--- src/rtl/sync_fifo_flags.sv ---
// Single-clock parametrised FIFO with occupancy count, almost-full/almost-empty
// thresholds, sticky overflow/underflow flags and read-while-full pass-through.
// Build option: define FIFO_FWFT_EN for first-word-fall-through read data.
module sync_fifo_flags #(
  parameter int WIDTH     = 4,
  parameter int DEPTH     = 8,
  parameter int AF_THRESH = DEPTH - 2,
  parameter int AE_THRESH = 1
) (
  input  logic                       clk,
  input  logic                       reset,
  input  logic                       wr_rq,
  input  logic [WIDTH-1:0]           wdata,
  input  logic                       rd_rq,
  output logic [WIDTH-1:0]           rdata,
  output logic                       full,
  output logic                       empty,
  output logic                       almost_full,
  output logic                       almost_empty,
  output logic [$clog2(DEPTH+1)-1:0] count,
  input  logic                       clr_err,
  output logic                       overflow,
  output logic                       underflow
);

  localparam int CW = $clog2(DEPTH + 1);
  localparam int PW = $clog2(DEPTH);
  localparam logic [PW-1:0] LAST_IDX = PW'(DEPTH - 1);

  // Thresholds outside the occupancy range can never behave sensibly.
  if (AF_THRESH > DEPTH || AE_THRESH >= DEPTH) begin : g_bad_thresh
    $error("sync_fifo_flags: AF_THRESH must be <= DEPTH and AE_THRESH < DEPTH");
  end

  logic [WIDTH-1:0] r_mem [DEPTH];
  logic [PW-1:0]    r_wptr;
  logic [PW-1:0]    r_rptr;
  logic [CW-1:0]    r_count;
  logic [WIDTH-1:0] r_rdata;
  logic             r_ovf;
  logic             r_unf;

  logic             w_full;
  logic             w_empty;
  logic             w_rd_acc;
  logic             w_wr_acc;
  logic [WIDTH-1:0] w_head;

  // Status decodes of the registered count.
  always_comb begin
    w_full       = (int'(r_count) == DEPTH);
    w_empty      = (r_count == '0);
    almost_full  = (int'(r_count) >= AF_THRESH);
    almost_empty = (AE_THRESH >= 0) && (int'(r_count) <= AE_THRESH);
  end

  // Acceptance: a read frees a slot, so a full FIFO still takes a write alongside it.
  always_comb begin
    w_rd_acc = rd_rq & ~w_empty;
    w_wr_acc = wr_rq & (~w_full | w_rd_acc);
    w_head   = r_mem[r_rptr];
  end

  // Storage array; deliberately not reset.
  always_ff @(posedge clk) begin
    if (w_wr_acc && !reset) begin
      r_mem[r_wptr] <= wdata;
    end
  end

  // Pointers with explicit wrap at DEPTH-1, and the occupancy counter.
  always_ff @(posedge clk) begin
    if (reset) begin
      r_wptr  <= '0;
      r_rptr  <= '0;
      r_count <= '0;
    end else begin
      if (w_wr_acc) r_wptr <= (r_wptr == LAST_IDX) ? '0 : r_wptr + 1'b1;
      if (w_rd_acc) r_rptr <= (r_rptr == LAST_IDX) ? '0 : r_rptr + 1'b1;
      if (w_wr_acc && !w_rd_acc)      r_count <= r_count + 1'b1;
      else if (w_rd_acc && !w_wr_acc) r_count <= r_count - 1'b1;
    end
  end

  // Sticky error flags; a new event in the clearing cycle keeps the flag set.
  always_ff @(posedge clk) begin
    if (reset) begin
      r_ovf <= 1'b0;
      r_unf <= 1'b0;
    end else begin
      r_ovf <= (wr_rq & ~w_wr_acc) | (r_ovf & ~clr_err);
      r_unf <= (rd_rq & ~w_rd_acc) | (r_unf & ~clr_err);
    end
  end

`ifdef FIFO_FWFT_EN
  // Remember the word currently presented so it is held once the FIFO drains.
  always_ff @(posedge clk) begin
    if (reset) begin
      r_rdata <= '0;
    end else if (!w_empty) begin
      r_rdata <= w_head;
    end
  end

  // Head of queue falls through whenever there is something to show.
  always_comb begin
    rdata = w_empty ? r_rdata : w_head;
  end
`else
  // Registered read: loaded on an accepted read, held otherwise.
  always_ff @(posedge clk) begin
    if (reset) begin
      r_rdata <= '0;
    end else if (w_rd_acc) begin
      r_rdata <= w_head;
    end
  end

  // Drive the read port from the output register.
  always_comb begin
    rdata = r_rdata;
  end
`endif

  // Output port drives.
  always_comb begin
    full      = w_full;
    empty     = w_empty;
    count     = r_count;
    overflow  = r_ovf;
    underflow = r_unf;
  end

endmodule

--- config.mk ---
export PLATFORM = sky130hd
export DESIGN_NAME = sync_fifo_flags
export DESIGN_NICKNAME = d
export VERILOG_FILES = /design/src/rtl/sync_fifo_flags.sv
export SDC_FILE = /design/constraint.sdc
export NUM_CORES = 1
export LEC_CHECK = 0
export ABC_AREA = 1
export CORE_ASPECT_RATIO = 1.5
export CORE_MARGIN = 1
export CORE_UTILIZATION = 55
export DETAILED_ROUTE_END_ITERATION = 16
export GPL_ROUTABILITY_DRIVEN = 0
export GPL_TIMING_DRIVEN = 0
export PLACE_DENSITY = 0.83
export SLEW_MARGIN = 10
export SYNTH_ARGS = -nofsm -noshare
export SYNTH_HDL_FRONTEND = slang
export SYNTH_SLANG_ARGS = --single-unit
--- constraint.sdc ---
create_clock -name clk -period 5.5 [get_ports clk]
set_input_delay 1.1 -clock clk [delete_from_list [all_inputs] [get_ports clk]]
set_output_delay 1.1 -clock clk [all_outputs]
set_load 0.02 [all_outputs]
# After elaboration in Yosys (flattened, before gate mapping)
# Memory sizes are Yosys's and may differ from the RTL's. A register that Yosys moved wholly into a read port is not among the register bits.
# Cells that the tools add are included.
# classes
addsub	4
order_cmp	2
n_eq_ne	3
n_mux	6
bitwise_logic	14
n_reduce_logical	8
# op_table
op	n
$mux 4	2
$add 3x1->3 const B	2
$and 1x1->1	6
$eq 3x3->1 const B	2
$mux 3	2
$not 1->1	5
$add 4x1->4 const B	1
$eq 4x4->1 const B	1
$ge 4x3->1 const B	1
$le 4x1->1 const B	1
$logic_not 4->1	1
$sub 4x1->4 const B	1
$logic_and 1x1->1	3
$logic_not 1->1	3
$or 1x1->1	3
$mux 1	2
$reduce_bool 2->1	1
# word_totals
regBits	12
ramBits	32
input_bits	9
wordCells	43
mem_count	1
# mem_list
name	depth	word_bits	rd	rd_ports_with_merged_regs	write_ports	line_no	text
r_mem	8	4	1	1	1	35	logic [WIDTH-1:0] r_mem [DEPTH];

# Longest topological paths before layout
# Gate-level depths: netlist of the first run.
# depth
word_depth	9
mapped_depth	13
depth_no_buf	13

# Least setup slack after synthesis of the first run
# OpenSTA, ideal clock, no wires.
# synth_timing
kind	register to output
startpoint	register r_count[1] (netlist: count[1])
endpoint	output almost_full
arrival_time_ns	1.234
required_time_ns	4.400
setup_slack_ns	3.166
stages_incl_launch_ff	4
path_buffers	0
path_cell_list	dfxtp_1 -> ha_1 -> nor2_1 -> o21ai_0
# synth_between
elab_chain_len	1
# synth_rtl
element	line_no	text
start: declaration	38	logic [CW-1:0] r_count;
start signal: assignment	80	if (w_wr_acc && !w_rd_acc) r_count <= r_count + 1'b1;
start signal: assignment	81	else if (w_rd_acc && !w_wr_acc) r_count <= r_count - 1'b1;
$ge 4x3->1	53	almost_full = (int'(r_count) >= AF_THRESH);
end: declaration	18	output logic almost_full,
# No other way between the ends.

# Worst setup path after layout of the first run
# layout_timing
startpoint	register r_count[0] (netlist: count[0])
endpoint	output full
# layout_between
elab_chain_len	1
# layout_rtl
element	line_no	text
$eq 4x4->1	51	w_full = (int'(r_count) == DEPTH);
end: declaration	16	output logic full,
# No other way between the ends.

==> impl_metrics.ini, run 1 <==
[routing]
num_vias = 1643
wirelength_um = 4380
post_drt_wl_per_cell_um = 13.8
postRouteAntennaNets = 0
drc = 0
routed_via_density = 5.17
dr.pass1.iters = 4
drt_iter0_markers = 67

[synthesis]
synthTopCellsByArea = edfxtp_1 43%, dfxtp_1 14%, nand2_1 8.8%
synth.largest_area_cell = edfxtp_1
syn_area_um2 = 2250
synth-seq-cells = 48
yosys_warnings = 0
synthCells = 243
synth.distinct_cells = 25
synth_nets = 261
synth_top_area_share_pct = 42.7
ys_seq_area_share_pct = 57.0
avgSynthCellArea_um2 = 9.26

[finish]
syn2layout_area_growth_pct = 19.4
post-route-util_pct = 68.4
final_common_cell = nand2_1
nets = 290
drive_above_1_share_pct = 9.52
diodes = 0
finalNonFillerCells = 318
most-common-layout-cells = 53 x nand2_1, 41 x inv_1, 32 x edfxtp_1

[critical_path]
cp.required_ns = 4.40
criticalPathCategory = reg2out
cp.arrival_ns = 1.94
end_kind = output pin
start_kind = flip-flop
crit_fanout = 6

[grt]
grt_pass1_vias = 1575
grt_pass1_wl_um = 7120
grt_use_total_pct = 24.3
antenna_found_initial = 0
overflow = 0
grt_max_degree = 16

[place]
portBuffers = 22
placed_cells = 310
dp_hpwl_um = 3280

[sta]
skew_ns = 0.00645
period_minus_slack_ns = 3.04
rsz0062_at_grt = false
setup_viol = 0
fin_tns_setup_ns = 0
clock.fmax_ghz = 0.329
finalMaxSlewViolations = 0
slew_headroom_pct = 62.6
final_hold_viol_count = 0
worst_slew_pin_slew_ns = 0.561
timing.final.crit_share_pct = 55.2

[floorplan]
initial_core_util_pct = 57.3
core-area_um2 = 3920
top_level_ports = 23
die_y_um = 80.3
rows = 28
fp.dieArea_um2 = 4360
die_x_um = 54.2

[clock_tree]
clkTransAtPathRegs_ns = 0.09
post_cts_buffers = 0
clk_latency_ns = 0.31
cts_buffer_depth = 2
cts_root_buffer = clkbuf_8
numClockSinks = 48
holdBufCountCts = 0
ctsResizeCount = 0
cts_tree = built
h-tree-depth = 2
cts_made_buffers = 5

[min_path]
min_path_type = reg2reg

[power_and_ir_drop]
p_per_area_nw_per_um2 = 498
peakVddDrop_uv = 478
p_leak_nw = 1.15

[outcome]
status = completed

[job]
max_cap_violations = 0
==> stage by stage <==
stage               setup slack (ns)  area, um^2  total power [mW]  hold WS, ns
floorplan                       3.17        2250             0.821        0.508
global placement                2.65        2530             0.984        0.454
detailed placement              2.57        2530             0.998        0.456
CTS                             2.44        2690              1.34        0.470
global route                    2.35        2690              1.42        0.490
finish                          2.46        2690              1.34        0.467
==> where the power goes <==
group | total, mW | internal (mW) | switching [mW]
Clock | 0.345 | 0.227 | 0.118
Combinational | 0.520 | 0.214 | 0.306
Sequential | 0.473 | 0.429 | 0.0433
==> synth_stat cells <==
library cell  number
a21oi_1           13
nand2_1           53
nand3_1           26
nor3_1             1
clkbuf_1           2
ha_1               9
nand2_4            2
inv_1             41
edfxtp_1          32
nand3_2            1
inv_2              3
nor2_2             1
buf_6              3
nor2_1            20
o21ai_0            4
o21ai_1            6
nor3_4             1
o22ai_1            1
inv_4              1
xnor2_1            1
a211oi_2           2
or2_2              1
dfxtp_1           16
buf_2              1
nand2_2            2
==> cells by family after synthesis <==
family | Yosys count | share of synthesized area, %
DFF | 48 | 57.0
buffers and inverters | 51 | 9.68
and+or+nand+nor | 108 | 21.5
AOI/OAI and AO/OA | 26 | 6.51
xor gates and xnor gates | 1 | 0.389
adders and majority gates | 9 | 5.01
==> worst max-delay path: stages (launching register included) <==
cell	delay (ns)
dfxtp_1	0.37
inv_1	0.13
ha_1	0.23
inv_1	0.10
nor3_4	0.16
clkdlybuf4s50_1	0.63
==> registers in the layout, indices dropped and copies added, names as in the netlist <==
register and flops:
rdata 4, underflow 1, r_wptr 3, count 4, overflow 1, r_mem 32, r_rptr 3
==> worst paths after layout <==
check / from / to / slack (ns) / cells after the start
worst max register to register: count[0] / count[2] / 3.30 / 12
worst min register to register: rdata[0] / rdata[0] / 0.47 / 2
worst max-delay path: count[0] / full / 2.46 / 5
worst min-delay path: rdata[0] / rdata[0] / 0.47 / 2
==> metal layers <==
layer  wire, um  GRT usage [%]  vias up
li1           -              -      839
met1       1650           25.2      754
met2       2440           42.7       36
met3        119           3.60       14
met4        172           15.9        0
met5          0              0        -
==> area by class of cell <==
class | instances | area [um^2]
inverters | 45 | 171
flip-flops and latches | 48 | 1280
fillers | 307 | 1240
clock buffers | 5 | 68.8
multi-input cells | 144 | 751
clock inverters | 3 | 90.1
well taps | 45 | 56.3
repair buffers | 22 | 220
plain buffers | 6 | 46.3
(Power assumes the default switching activity.)
==> inputs of run 2 (changes only) <==
==> constraint.sdc (replaced) <==
create_clock -name clk -period 3.2 [get_ports clk]
set_input_delay 0.64 -clock clk [delete_from_list [all_inputs] [get_ports clk]]
set_output_delay 0.64 -clock clk [all_outputs]
set_load 0.02 [all_outputs]
==> results of run 2 <==
The final DEF is identical to that of run 1. Status: completed.
Main changes from that run: setup slack after placement 2.57 ns -> 0.727 ns; setup slack after layout 2.46 ns -> 0.622 ns; register-to-register setup slack 3.30 ns -> 1.00 ns; total power 1.34 mW -> 2.30 mW; worst IR drop on VDD 478 uV -> 821 uV
==> variant 1 (settings of run 2) <==
Add a define of `FIFO_FWFT_EN`.
--- a/src/rtl/sync_fifo_flags.sv
+++ b/src/rtl/sync_fifo_flags.sv
@@ -3,2 +3,4 @@
 // Build option: define FIFO_FWFT_EN for first-word-fall-through read data.
+`define FIFO_FWFT_EN
+
 module sync_fifo_flags #(
Check against the original RTL: not equivalent (Yosys sat finds a counterexample within 4 cycles, from zero or initial values and one cycle with reset high).
==> variant 1 against run 2 <==
Sequential power up 5.2%. Clock skew about the same. Count of clock-buffer cells in the layout rose by 1. Worst setup slack got worse by 0.37 ns. Hold slack improved by 0.010 ns. Power grew 1.3%. Cell area rose by 2.0%. Area after synthesis grew 5.1%. Via count rose by 3.7%. Synthesized cell count is 4.1% higher. Sequential cell count increased by 3. Final cell count is 2.8% higher. Wire length grew 4.1%. Sequential share of layout area is 1.3 points higher. Critical endpoint is now rdata[2].
==> variant 1: results (changes against run 2) <==
post-synthesis compound-gate area fraction: 5.34% (-1.2 points)
share of layout cells above drive strength 1: 10.6% (+1.1 points)
post-synthesis sequential area ratio: 56.7% (-0.23 points)
Post-Synth Adder-Cell Area: 5.29% (+0.29 points)
Fillers: 302 (-1.6%)
Slew headroom: 71.4% (+8.8 points)
XOR/XNOR Fraction of Synth Area: 0.370% (-0.019 points)
port bufs: 21 (-4.5%)
Worst Hold Launch: r_rdata[1]$_SDFF_PP0_
largest cells by area after synthesis: edfxtp_1 41%, dfxtp_1 16%, nand2_1 8.7%, inv_1 6.2%, nand3_1 5.5%
crit path DAT: 2.31 ns (+0.37 ns)
Routed WL: 4560 µm (+4.1%)
first-pass GRT wire length: 7290 µm (+2.3%)
synthesized instance count: 253 (+4.1%)
pin count of the biggest net entering global routing: 17 (+1)
total track usage: 21.7% (-2.5 points)
status: finished clean
1st-iter DRT viols: 88 (+31%)
dpl cell area: 0.00263 mm² (+4.2%)
standby leakage power: 1.20 nW (+4.4%)
worst slack, placed: 0.591 ns (-0.136 ns)
vias in the first global route: 1659 (+5.3%)
Post-DP HPWL: 3310 µm (+1.2%)
Layout Skew: 0.00655 ns (+0.000106 ns)
dpl cells: 319 (+2.9%)
syn_nets: 272 (+4.2%)
Max VDD drop: 0.789 mV (-3.9%)
fin nets: 300 (+3.4%)
drt wl/cell: 14.0 µm (+1.3%)
CP max stage delay: 0.59 ns (-0.04 ns)
critical path fanouts, max: 7 (+1)
Synth top cells by count: 55 x nand2_1, 39 x inv_1, 32 x edfxtp_1
Synth cell types: 25 (unchanged)
variant 1: cell types whose count changed after synthesis, sizes merged, moves of 2 or more:
| cell | change |
|---|---|
| a211oi | -2 |
| dfxtp | +3 |
| nor2 | +8 |
| a21oi | -3 |
| clkbuf | -2 |
variant 1: layer usage:
layer | part of all wire, % | track usage [%]
met1 | 35 | 20.5
met2 | 57 | 42.9
met3 | 4.7 | 5.14
met4 | 3.3 | 12.0
met5 | 0 | 0
variant 1: kinds of logic (layout without fill, tap and decap cells):
kind of cell | Yosys count | after routing
adder cells (fa/ha/maj) | 10 | 10
flip-flops | 51 | 51
XOR/XNOR | 1 | 1
AND/OR/NAND/NOR | 119 | 119
buffers and inverters | 50 | 79
AO/OA/AOI/OAI | 22 | 22
variant 1: path summary, 6_finish.rpt:
path | endpoint | slack (ns) | cells after the start
worst min register to register | r_rdata[1]$_SDFF_PP0_ | 0.48 | 2
worst max register to register | count[2]$_SDFFE_PP0P_ | 0.97 | 12
worst max-delay path | rdata[2] | 0.25 | 8
worst min-delay path | r_rdata[1]$_SDFF_PP0_ | 0.48 | 2
variant 1: final cells by class:
type | instances | area [µm²] | area share (%)
multi-input cells | 152 | 810 | 29.6
clock buffers | 6 | 93.8 | 3.43
inverters | 45 | 176 | 6.44
repair buffers | 21 | 210 | 7.67
plain buffers | 5 | 37.5 | 1.37
flip-flops and latches | 51 | 1340 | 49.0
clock inverters | 2 | 13.8 | 0.503
well taps | 45 | 56.3 | 2.06
variant 1: where the power goes:
group | total [mW] | switching [mW] | internal [mW]
clock network | 0.417 | 0.216 | 0.201
registers | 0.854 | 0.0719 | 0.782
logic | 1.06 | 0.631 | 0.425
total | 2.33 | 0.919 | 1.41
==> variant 2 (flow settings as in run 2) <==
Without the edit above. Put a register stage on the output `count`. The value now appears one clock later. The other outputs are not delayed to match. Comments in the files are not updated.
--- a/src/rtl/sync_fifo_flags.sv
+++ b/src/rtl/sync_fifo_flags.sv
@@ -28,2 +28,4 @@
   localparam logic [PW-1:0] LAST_IDX = PW'(DEPTH - 1);
+
+  logic [$clog2(DEPTH+1)-1:0] count_d;
 
@@ -129,3 +131,3 @@
     empty     = w_empty;
-    count     = r_count;
+    count_d   = r_count;
     overflow  = r_ovf;
@@ -134,2 +136,6 @@
 
+  always_ff @(posedge clk) begin
+    count <= count_d;
+  end
+
 endmodule
Behaviour: not the same (Yosys sat finds a counterexample within 4 cycles, from zero or initial values and one cycle with reset high).
==> variant 2 against run 2 <==
Die area is 4.2% higher. Largest cell class unchanged. Critical path type unchanged. Sequential share of layout area is 1.9 points higher. Sequential cell count is 4 higher. Clock skew is 0.0032 ns higher. Worst setup slack worse by 0.00052 ns. Sequential power is 9.4% higher. Final cell count is 1.3% higher. Power is 2.4% lower. Via count is 1.5% higher. Cell area is 2.2% higher. Register-to-register slack better by 0.03 ns. Critical path depth stayed put. Wire length is 5.7% higher. Area after synthesis is 4.3% higher.
==> variant 2: results (changes against run 2) <==
worst slew pin tran: 0.546 ns (-0.0144 ns)
clock buf count: 6 (+1)
ys flop type: edfxtp_1
worst slack, placed: 0.771 ns (+0.0441 ns)
Cell Int Power: 1.43 mW (-4.4%)
num sequential: 52 (+8.3%)
met2 WL: 2490 µm (+2.2%)
sink of the worst hold path: count[3]$_DFF_P_
Seq pwr share: 39.6% (+4.3 points)
vias: 1668 (+1.5%)
Register Area: 0.00136 mm² (+6.3%)
XOR/XNOR Fraction of Synth Area: 0.373% (-0.016 points)
Synth top cells by count: 52 x nand2_1, 41 x inv_1, 32 x edfxtp_1
post-synthesis sequential area ratio: 58.0% (+1.0 points)
clock network share of area: 4.42% (-1.5 points)
reg2reg setup slack: 1.03 ns (+0.03 ns)
pin count of the biggest net entering global routing: 17 (+1)
met3 WL: 170 µm (+43%)
CP max stage delay: 0.66 ns (+0.03 ns)
WL met1: 1790 µm (+8.6%)
hold depth: 0 (-2)
Post-Synth Adder-Cell Area: 4.80% (-0.21 points)
Layout Skew: 0.00968 ns (+0.00323 ns)
synthesized instance count: 247 (+1.6%)
1st-iter DRT viols: 60 (-10%)
Worst Hold Launch: count_d[3]$_SDFFE_PP0P_
first-pass GRT wire length: 7220 µm (+1.5%)
asr flop ratio synth: 0% (unchanged)
final std cells w/o fill: 322 (+1.3%)
Fillers: 317 (+3.3%)
Global Route met3 Usage: 4.41% (+0.81 points)
clk slew on worst S/H paths: 0.09 ns (about the same)
Clk power: 477 µW (-20%)
reg2reg start: count_d[0]$_SDFFE_PP0P_
share of layout cells above drive strength 1: 10.8% (+1.3 points)
multi-input logic area: 762 µm² (+1.5%)
post-synthesis compound-gate area fraction: 6.24% (-0.27 points)
met2 Use GR: 40.4% (-2.3 points)
largest cells by area after synthesis: edfxtp_1 41%, dfxtp_1 17%, nand2_1 8.3%, inv_1 6.6%, nand3_1 5.5%
Post-DP HPWL: 3350 µm (+2.2%)
Tot Pwr: 2.24 mW (-2.4%)
status: finished clean
standby leakage power: 1.17 nW (+1.7%)
syn_nets: 265 (+1.5%)
dpl cells: 314 (+1.3%)
total track usage: 21.7% (-2.6 points)
Synth cell types: 27 (+8.0%)
Max VDD drop: 0.743 mV (-9.4%)
vias in the first global route: 1574 (-0.063%)
fin nets: 294 (+1.4%)
FF-to-FF End: count_d[2]$_SDFFE_PP0P_
Signal buf overhead: 9.75% (-0.17 points)
[variant 2: worst max path at each step]
| stage | to | slack [ns] | cells after the start | from |
|---|---|---|---|---|
| floorplan | count_d[2]$_SDFFE_PP0P_ | 1.05 | 12 | count_d[0]$_SDFFE_PP0P_ |
| global placement | count_d[2]$_SDFFE_PP0P_ | 0.82 | 11 | rd_rq |
| detailed placement | count_d[2]$_SDFFE_PP0P_ | 0.77 | 11 | rd_rq |
| CTS | full | 0.60 | 5 | count_d[0]$_SDFFE_PP0P_ |
| global route | full | 0.53 | 5 | count_d[0]$_SDFFE_PP0P_ |
| finish | full | 0.62 | 5 | count_d[0]$_SDFFE_PP0P_ |
[variant 2: per-stage QoR]
step / hold WS (ns) / area (µm²)
2_1_floorplan: 0.374 / 2350
3_3_place_gp: 0.385 / 2620
3_5_place_dp: 0.389 / 2620
4_1_cts: 0.403 / 2750
5_1_grt: 0.406 / 2750
6_report: 0.400 / 2750
